[src/rtl/dodec_reqsvc.sv]
// Request latch and service sequencer for 12 attention lines in IBM bit order
// (bit1 = MSB, bit12 = LSB); offers the right-most eligible request over a valid/ack handshake.
module dodec_reqsvc #(
    parameter int unsigned TIMEOUT = 255,
    parameter int unsigned TW      = 8
) (
    input  logic        i_clk,
    input  logic        i_rst_n,
    input  logic [11:0] i_req,
    input  logic [11:0] i_mask,
    input  logic        i_clear,
    input  logic        i_ack,
    output logic        o_valid,
    output logic [3:0]  o_num,
    output logic        o_timeout,
    output logic [11:0] o_pending,
    output logic        o_any
);

    typedef enum logic [1:0] {
        S_IDLE,
        S_OFFER,
        S_GAP
    } state_t;

    localparam logic [TW-1:0] LP_TLIM = TW'((TIMEOUT == 0) ? 0 : TIMEOUT - 1);

    state_t        r_state, w_state_nx;
    logic [11:0]   r_pending, w_pending_nx;
    logic          r_valid, w_valid_nx;
    logic [3:0]    r_num, w_num_nx;
    logic          r_timeout, w_timeout_nx;
    logic [TW-1:0] r_cnt, w_cnt_nx;

    logic [11:0]   w_eligible;
    logic [3:0]    w_sel;
    logic [11:0]   w_clr;

    // Vector index i holds bit number 12-i; the lowest set index wins.
    function automatic logic [3:0] f_encode(input logic [11:0] v);
        logic [3:0] n;
        n = '0;
        for (int unsigned i = 0; i < 12; i++) begin
            if (v[i] && n == '0) begin
                n = 4'(12 - i);
            end
        end
        return n;
    endfunction

    assign w_eligible = r_pending & ~i_mask;
    assign w_sel      = f_encode(w_eligible);

    always_comb begin
        w_state_nx   = r_state;
        w_valid_nx   = r_valid;
        w_num_nx     = r_num;
        w_timeout_nx = 1'b0;
        w_cnt_nx     = r_cnt;
        w_clr        = '0;

        case (r_state)
            S_IDLE: begin
                if (w_eligible != '0) begin
                    w_num_nx   = w_sel;
                    w_valid_nx = 1'b1;
                    w_cnt_nx   = '0;
                    w_state_nx = S_OFFER;
                end
            end
            S_OFFER: begin
                if (i_ack) begin
                    w_clr      = 12'h001 << (4'd12 - r_num);
                    w_valid_nx = 1'b0;
                    w_num_nx   = '0;
                    w_state_nx = S_GAP;
                end else if (TIMEOUT != 0 && r_cnt == LP_TLIM) begin
                    w_clr        = 12'h001 << (4'd12 - r_num);
                    w_timeout_nx = 1'b1;
                    w_valid_nx   = 1'b0;
                    w_num_nx     = '0;
                    w_state_nx   = S_GAP;
                end else if (r_cnt != '1) begin
                    w_cnt_nx = r_cnt + 1'b1;
                end
            end
            S_GAP: begin
                w_state_nx = S_IDLE;
            end
            default: begin
                w_state_nx = S_IDLE;
            end
        endcase

        // A set arriving on the retire edge wins over the clear.
        w_pending_nx = (r_pending & ~w_clr) | i_req;

        if (i_clear) begin
            w_state_nx   = S_IDLE;
            w_valid_nx   = 1'b0;
            w_num_nx     = '0;
            w_timeout_nx = 1'b0;
            w_cnt_nx     = '0;
            w_pending_nx = i_req;
        end
    end

    always_ff @(posedge i_clk or negedge i_rst_n) begin
        if (!i_rst_n) begin
            r_state   <= S_IDLE;
            r_pending <= '0;
            r_valid   <= 1'b0;
            r_num     <= '0;
            r_timeout <= 1'b0;
            r_cnt     <= '0;
        end else begin
            r_state   <= w_state_nx;
            r_pending <= w_pending_nx;
            r_valid   <= w_valid_nx;
            r_num     <= w_num_nx;
            r_timeout <= w_timeout_nx;
            r_cnt     <= w_cnt_nx;
        end
    end

    assign o_valid   = r_valid;
    assign o_num     = r_num;
    assign o_timeout = r_timeout;
    assign o_pending = r_pending;
    assign o_any     = |r_pending;

endmodule

[config.mk]
export PLATFORM = sky130hd
export DESIGN_NAME = dodec_reqsvc
export DESIGN_NICKNAME = d
export VERILOG_FILES = /design/src/rtl/dodec_reqsvc.sv
export SDC_FILE = /design/constraint.sdc
export NUM_CORES = 1
export LEC_CHECK = 0
export CORE_MARGIN = 3
export CORE_UTILIZATION = 42
export CTS_BUF_LIST = sky130_fd_sc_hd__clkbuf_4 sky130_fd_sc_hd__clkbuf_8
export CTS_CLUSTER_DIAMETER = 40
export DETAILED_ROUTE_END_ITERATION = 7
export PLACE_DENSITY = 0.76
export SKIP_LAST_GASP = 1
export SLEW_MARGIN = 20
export SYNTH_ARGS = -nofsm -noshare
export SYNTH_HDL_FRONTEND = slang
export SYNTH_SLANG_ARGS = --single-unit
export TNS_END_PERCENT = 10
[constraint.sdc]
create_clock -name i_clk -period 5.2 [get_ports i_clk]
set_clock_uncertainty 0.1 [all_clocks]
set_input_delay 1.04 -clock i_clk [delete_from_list [all_inputs] [get_ports i_clk]]
set_output_delay 1.04 -clock i_clk [all_outputs]
set_load 0.02 [all_outputs]
# After elaboration in Yosys (flattened, before gate mapping)
# Cells that the tools add are included.
# word_totals
wordCells	92
out_inout_bits	19
ff_bits	28
in_bits	28
# classes
n_reduce_logical	29
n_mux	41
shift	1
add_sub_neg	2
bitwise	5
n_eq_ne	8
# op_table
operator	count
$mux W4	16
$mux W12	4
$logic_not A4 Y1	11
$mux W8	5
$and A12 B12 Y12	2
$not A12 Y12	2
$pmux W8 S2	1
$ne A3 B3 Y1 const B	4
$or A12 B12 Y12	1
$reduce_bool A12 Y1	1
$reduce_or A12 Y1	1
$shl A1 B4 Y12 const A	1
$logic_and A1 B1 Y1	11
$add A8 B1 Y8 const B	1
$eq A8 B8 Y1 const B	1
$mux W1	8
$mux W2	4
$ne A8 B8 Y1 const B	1
$pmux W4 S2	1
$reduce_and A5 Y1	1
$ne A4 B4 Y1 const B	1
$pmux W2 S2	1
$sub A4 B4 Y4 const A	1
$reduce_and A3 Y1	1
other kinds (5)	5

# Depth between registers and ports, before layout
# Gate-level depths: netlist of run 1.
# depth
ltp_word	39
mapped_depth	8
depth_no_buf	8

# Worst setup path after synthesis of run 1
# No wires, ideal clock.
# synth_timing
path_kind	in2reg
start	input port i_clear
end	register r_cnt[4]
setup_time_ns	0.121
required_ns	4.979
arrival_ns	2.159
path_buffers	1
cell_stages	5
slack_ns	2.820
path_cell_list	clkbuf_1 > or3_1 > o22ai_4 > o41ai_2 > a22o_1
# synth_via
elab_chain_len	2
word_cells_on_any_way	7
cone_classes	eq/ne: 4; mux: 1; reduce/logical: 2
# synth_rtl
element	line	text
start: declaration	11	input logic i_clear,
$ne A3 B3 Y1 (no source line) / $reduce_bool A3 Y1 (equally long branches)	-	
$reduce_and A5 Y1 (no source line)	-	
end signal: assignment	122	r_cnt <= w_cnt_nx;
end: declaration	33	logic [TW-1:0] r_cnt, w_cnt_nx;
# Parallel ways exist; a longest one is shown, timed or not.
# A chain may end at the register's enable or synchronous reset.

# Worst setup path in the final report of run 1
# layout_timing
start	register r_pending[3], in the netlist o_pending[3]
end	output port o_any
# layout_via
elab_chain_len	1
# layout_rtl
element	line	text
start: declaration	29	logic [11:0] r_pending, w_pending_nx;
start signal: assignment	118	r_pending <= w_pending_nx;
$reduce_or A12 Y1	130	assign o_any = |r_pending;
end: declaration	17	output logic o_any
# Every way passes these cells.

==> impl_metrics.yaml, run 1 <==
routing:
  post-route-drc-count: 0
  vias: 1518
  first_pass_iters: 4
  wirelength_um: 4190
  vias_per_cell: 5.520
  detail-route-antenna-nets: 0
  drtIter0Drc: 94
  wl_per_cell_um: 15.24
finish:
  fin_nets: 258
  final_common_cell: "clkdlybuf4s50_1"
  syn_to_final_growth_pct: 34.71
  design_area_mm2: 0.002200
  layout.cells.non_filler: 275
  layout_common_cells: "46 x clkdlybuf4s50_1, 28 x dfrtp_1, 26 x nand2_1"
  diodes: 0
  drive_above_1_share: 0.1278
clocking:
  cts_buffers: 3
  clock_latency_ps: 270
  clk_pin_slew_ps: 90
  cts.repair.resized: 0
  postCtsSetupRepairBufs: 0
  clk_path_buf_depth: 2
  cts_hold_buf: 0
  h-tree-depth: 1
  clockRootBuffer: "clkbuf_8"
  cts.sinks: 28
  cts_tree: "yes"
timing:
  hold_violations: 0
  slew_viol_final: 0
  fin_crit_sh: 0.5452
  min_period_ps: 2835
  max_freq_mhz: 352.7
  fin_ws_ps: 2365
  tns_ps: 0
  grt_setup_unrepaired: "false"
  relSlewSlack: 0.6548
  setup_viol: 0
  worst_pin_slew_ps: 514.7
setup_path:
  worst-endpoint-required_ps: 4060
  r2r_setup_slack_ps: 3150
  r2r-end: "o_pending[3]$_DFF_PN0_"
  cp-end-kind: "primary output"
  worstSetupPathType: "reg2out"
  r2r_cells: 8
  crit_path_start_kind: "flip-flop"
  path_max_fanout: 4
  arrival_ps: 1690
  timing.rr.start: "r_cnt[0]$_DFFE_PN0P_"
yosys:
  ys_ff_latch: 28
  synth_top_cell_by_area: "dfrtp_1"
  ys.warnings.count: 0
  netlist_instances: 180
  yosysUniqueCellTypes: 41
  seq_area_frac_synth: 0.4291
  synthesis.area_mm2: 0.001633
  yosys.area.top_type_share: 0.4291
  synth_nets: 210
  synthTopCellsByArea: "dfrtp_1 43%, a31o_2 6.4%, nand2_1 6.0%"
  avgSynthCellArea_um2: 9.071
place:
  dpl.cell_count: 271
  place_ws_ps: 2208
  place_area_mm2: 0.002145
  port_buffers: 46
  hpwl_um: 3322
  gp_congestion: 0.8405
die:
  num_rows: 22
  num_io_pins: 47
  coreArea_mm2: 0.003716
  die_x_um: 68.35
  initial_utilization: 0.4394
  die_h_um: 68.35
  dieArea_mm2: 0.004672
run_status:
  status: "completed"
min_path:
  holdPathEnd: "o_valid$_DFFE_PN0P_"
  holdPathStages: 2
  hold_start: "o_valid$_DFFE_PN0P_"
  hold_path.class: "reg2reg"
pwr:
  switching_share: 0.2906
  clkPwrFrac: 0.263
  power_density_mw_per_mm2: 232.6
  p_leak_uw: 0.0008605
  vdd_drop_max_uv: 112.9
  power.internal_uw: 363.0
  power_switching_uw: 148.7
  power_frac_comb: 0.247
  power_uw: 511.7
  power_frac_seq: 0.491
grt:
  grt_start_max_net_pins: 29
  grt_pass1_vias: 1382
  grt_usage: 0.1948
  grt-ovfl-total: 0
  grt_pass1_wl_um: 6762
  antenna_found_initial: 0
run:
  cap_violations: 0
==> state kept, by name, summed over array words and instances (netlist names) <==
name,cells
o_valid,1
o_num,4
r_state,2
o_timeout,1
r_cnt,8
o_pending,12
==> logic make-up (layout without fill, tap and decap cells) <==
| group | count (synthesis) | count (layout) | share of synthesized area |
|---|---|---|---|
| AO/OA/AOI/OAI | 56 | 56 | 0.2644 |
| adder cells (fa/ha/maj) | 2 | 2 | 0.01532 |
| buffers and inverters | 9 | 56 | 0.02145 |
| flip-flops | 28 | 28 | 0.4291 |
| AND/OR/NAND/NOR | 85 | 85 | 0.2697 |
==> metal layers <==
layer / vias to the layer above / global-route usage / wire length, um
met5: - / 0 / 0
met4: 0 / 0.07692 / 64
met3: 6 / 0.02791 / 131
met2: 32 / 0.2852 / 2046
met1: 728 / 0.2863 / 1947
li1: 752 / - / -
==> how the worst max path moves through the flow <==
stage                                       from              endpoint  slack [ps]  cells past startpoint
after floorplan                          i_clear  r_cnt[4]$_DFFE_PN0P_        2820                      5
after global placement                 i_mask[7]  r_cnt[4]$_DFFE_PN0P_        2250                      7
after detailed placement               i_mask[7]  r_cnt[4]$_DFFE_PN0P_        2210                      7
after CTS                 o_pending[3]$_DFF_PN0_                 o_any        2370                      3
after global routing      o_pending[3]$_DFF_PN0_                 o_any        2270                      3
final                     o_pending[3]$_DFF_PN0_                 o_any        2370                      3
==> power by group through the flow <==
stage / combinational (uW) / clock (uW) / sequential [uW]
2_1_floorplan: 57.8 / 0 / 261
3_3_place_gp: 125 / 0 / 255
3_5_place_dp: 127 / 0 / 255
4_1_cts: 127 / 137 / 251
5_1_grt: 138 / 150 / 254
6_report: 126 / 134 / 251
==> through the flow <==
stage,hold slack (ps),utilization
6_report,381.6,0.5919
4_1_cts,392.3,0.5919
3_3_place_gp,363.3,0.5771
2_1_floorplan,367.6,-
3_5_place_dp,369.4,0.5771
5_1_grt,425.8,0.5919
==> synthesized netlist by cell type <==
master / instances
or2_2: 2
a311oi_2: 1
a311oi_1: 2
nand3b_1: 1
a2111oi_4: 1
dfrtp_1: 28
a22o_1: 1
and3_1: 2
nor3_2: 1
a31oi_1: 1
o41ai_2: 1
o22ai_4: 1
nand3_1: 4
nor2b_4: 1
ha_1: 2
buf_2: 1
nand2b_1: 4
o21ba_2: 1
o22ai_1: 1
o31ai_2: 1
o21ai_0: 14
nand4_1: 2
a31o_2: 12
o41ai_1: 1
clkbuf_1: 3
or2b_1: 1
a21oi_1: 9
nor2_1: 19
o31ai_1: 4
o21ai_1: 2
nand2_1: 26
nor4_1: 3
nor3_1: 3
a21o_1: 1
nor2b_1: 12
or3b_4: 1
inv_1: 5
or3_1: 1
o21bai_1: 2
and4_1: 1
nand4b_2: 1
==> area by class of cell <==
cell class,instances,area (um^2)
clock buffers,4,55.05
fillers,341,1516
inverters,5,18.77
multi-input cells,143,897.1
flip-flops and latches,28,700.7
well taps,48,60.06
repair buffers,47,467.9
==> critical path: stages (launching register included) <==
cell and delay (ps):
dfrtp_1 410, nor4_1 340, nand3_1 120, clkdlybuf4s50_1 550
(Power assumes the default switching activity.)
==> run 2: changes to the inputs <==
==> constraint.sdc (replaced) <==
create_clock -name i_clk -period 2.7 [get_ports i_clk]
set_clock_uncertainty 0.1 [all_clocks]
set_input_delay 0.54 -clock i_clk [delete_from_list [all_inputs] [get_ports i_clk]]
set_output_delay 0.54 -clock i_clk [all_outputs]
set_load 0.02 [all_outputs]
==> run 2 against run 1 <==
Net effect:
- first-iteration DRC count grew 23%
- hold slack gained 24 ps
- die area is the same
- critical path depth is the same
- clock-buffer cell count is the same
- sequential power grew 93%
- cell area grew 0.34%
==> impl_metrics.yaml, run 2 (synthesized netlist as in run 1, its figures left out) <==
run_status:
  status: "completed"
timing:
  hold_violations: 0
  max_freq_mhz: 433.1
  worst_pin_slew_ps: 490.2
  relSlewSlack: 0.6712
  setup_viol: 0
  fin_crit_sh: 0.8552
  grt_setup_unrepaired: "false"
  fin_ws_ps: 391.1
  holdWs_ps: 405.8
  slew_viol_final: 0
  tns_ps: 0
  min_period_ps: 2309
min_path:
  hold_path.class: "reg2reg"
  hold_start: "o_valid$_DFFE_PN0P_"
clocking:
  clk_pin_slew_ps: 100
  postCtsSetupRepairBufs: 0
  cts_hold_buf: 0
  cts.sinks: 28
  h-tree-depth: 1
  cts_buffers: 3
  clockRootBuffer: "clkbuf_8"
  clock_latency_ps: 280
  cts.repair.resized: 0
  cts_tree: "yes"
  clk_path_buf_depth: 2
place:
  gp_congestion: 0.8626
  place_ws_ps: 250.6
  hpwl_um: 3271
  port_buffers: 46
setup_path:
  cpLargestDelayFamily: "buffers and inverters"
  worst-endpoint-required_ps: 2060
  critPathMaxStageDelay_ps: 550
  worstPathBufferInverterCount: 1
  worstSetupPathType: "reg2out"
  crit_start: "o_pending[10]$_DFF_PN0_"
  cp-end-kind: "primary output"
  slowest_stage: "clkdlybuf4s50_1"
  arrival_ps: 1670
  path_cells: "nor4_1 -> nand3_1 -> clkdlybuf4s50_1"
  timing.rr.start: "r_cnt[0]$_DFFE_PN0P_"
  path_max_fanout: 4
  crit_path_start_kind: "flip-flop"
finish:
  fin_util: 0.5939
  diodes: 0
  fillers: 334
  largest_reg_flops: 12
  fin_nets: 259
  final_common_cell: "clkdlybuf4s50_1"
  drive_above_1_share: 0.1316
  multi_input_area_um2: 897.1
  syn_to_final_growth_pct: 35.17
  layout_common_cells: "46 x clkdlybuf4s50_1, 28 x dfrtp_1, 26 x nand2_1"
  seqCellArea_um2: 700.7
pwr:
  power_frac_comb: 0.246
  p_leak_uw: 0.0008653
  power_density_mw_per_mm2: 453.6
  clkPwrFrac: 0.270
  power.internal_uw: 700.4
  power_frac_seq: 0.484
  switching_share: 0.3003
  power_switching_uw: 300.6
  vdd_drop_max_uv: 263.7
grt:
  grt_usage: 0.1993
  grt_pass1_vias: 1419
  grt-ovfl-total: 0
  grt_start_max_net_pins: 29
  antenna_found_initial: 0
  grt_pass1_wl_um: 6969
die:
  initial_utilization: 0.4394
  num_io_pins: 47
  die_h_um: 68.35
  coreArea_mm2: 0.003716
  die_x_um: 68.35
  num_rows: 22
  dieArea_mm2: 0.004672
routing:
  wirelength_um: 4460
  vias: 1574
  detail-route-antenna-nets: 0
  drtIter0Drc: 116
  vias_per_cell: 5.703
  first_pass_iters: 4
  post-route-drc-count: 0
  wl_per_cell_um: 16.16
run:
  cap_violations: 0
-- run 2: area by class of cell --
cell class / count / share of cell area
inverters: 5 / 0.008503
clock buffers: 4 / 0.02494
repair buffers: 48 / 0.2154
well taps: 48 / 0.02721
multi-input cells: 143 / 0.4065
flip-flops and latches: 28 / 0.3175
-- run 2: worst register-to-register path, cell delays in order, from the launching register on --
cell	delay, ps
dfrtp_1	440
inv_1	70
ha_1	190
nand4_1	160
o21ba_2	260
nor3_1	370
nand2_1	110
a31o_2	260
-- run 2: power groups by stage --
| stage | registers, uW | clock network [uW] | logic (uW) |
|---|---|---|---|
| floorplan | 502 | 0 | 111 |
| global placement | 491 | 0 | 243 |
| detailed placement | 492 | 0 | 245 |
| CTS | 483 | 278 | 247 |
| global route | 488 | 296 | 270 |
| finish | 484 | 270 | 247 |
-- run 2: final timing paths --
| path | endpoint | slack [ps] | cells after the start |
|---|---|---|---|
| worst max-delay path | o_any | 390 | 3 |
| worst min-delay path | o_valid$_DFFE_PN0P_ | 410 | 2 |
| worst max register to register | o_pending[11]$_DFF_PN0_ | 640 | 7 |
| worst min register to register | o_valid$_DFFE_PN0P_ | 410 | 2 |
| max in group asynchronous | o_pending[5]$_DFF_PN0_ | 1680 | 2 |
| min in group asynchronous | o_num[1]$_DFFE_PN0P_ | 540 | 2 |
-- run 2: per-layer routing --
layer	up-vias	global-route usage	part of all wire
li1	751	-	-
met1	748	0.2851	0.44
met2	63	0.3069	0.49
met3	12	0.02791	0.046
met4	0	0.06700	0.022
met5	-	0	0
-- run 2: metrics by stage --
step                instance area (um^2)  total power (uW)  cells
finish                              2207              1001    276
global route                        2207              1054    276
CTS                                 2207              1007    276
detailed placement                  2152             736.2    272
global placement                    2152             733.7    272
floorplan                           1633             613.3    180
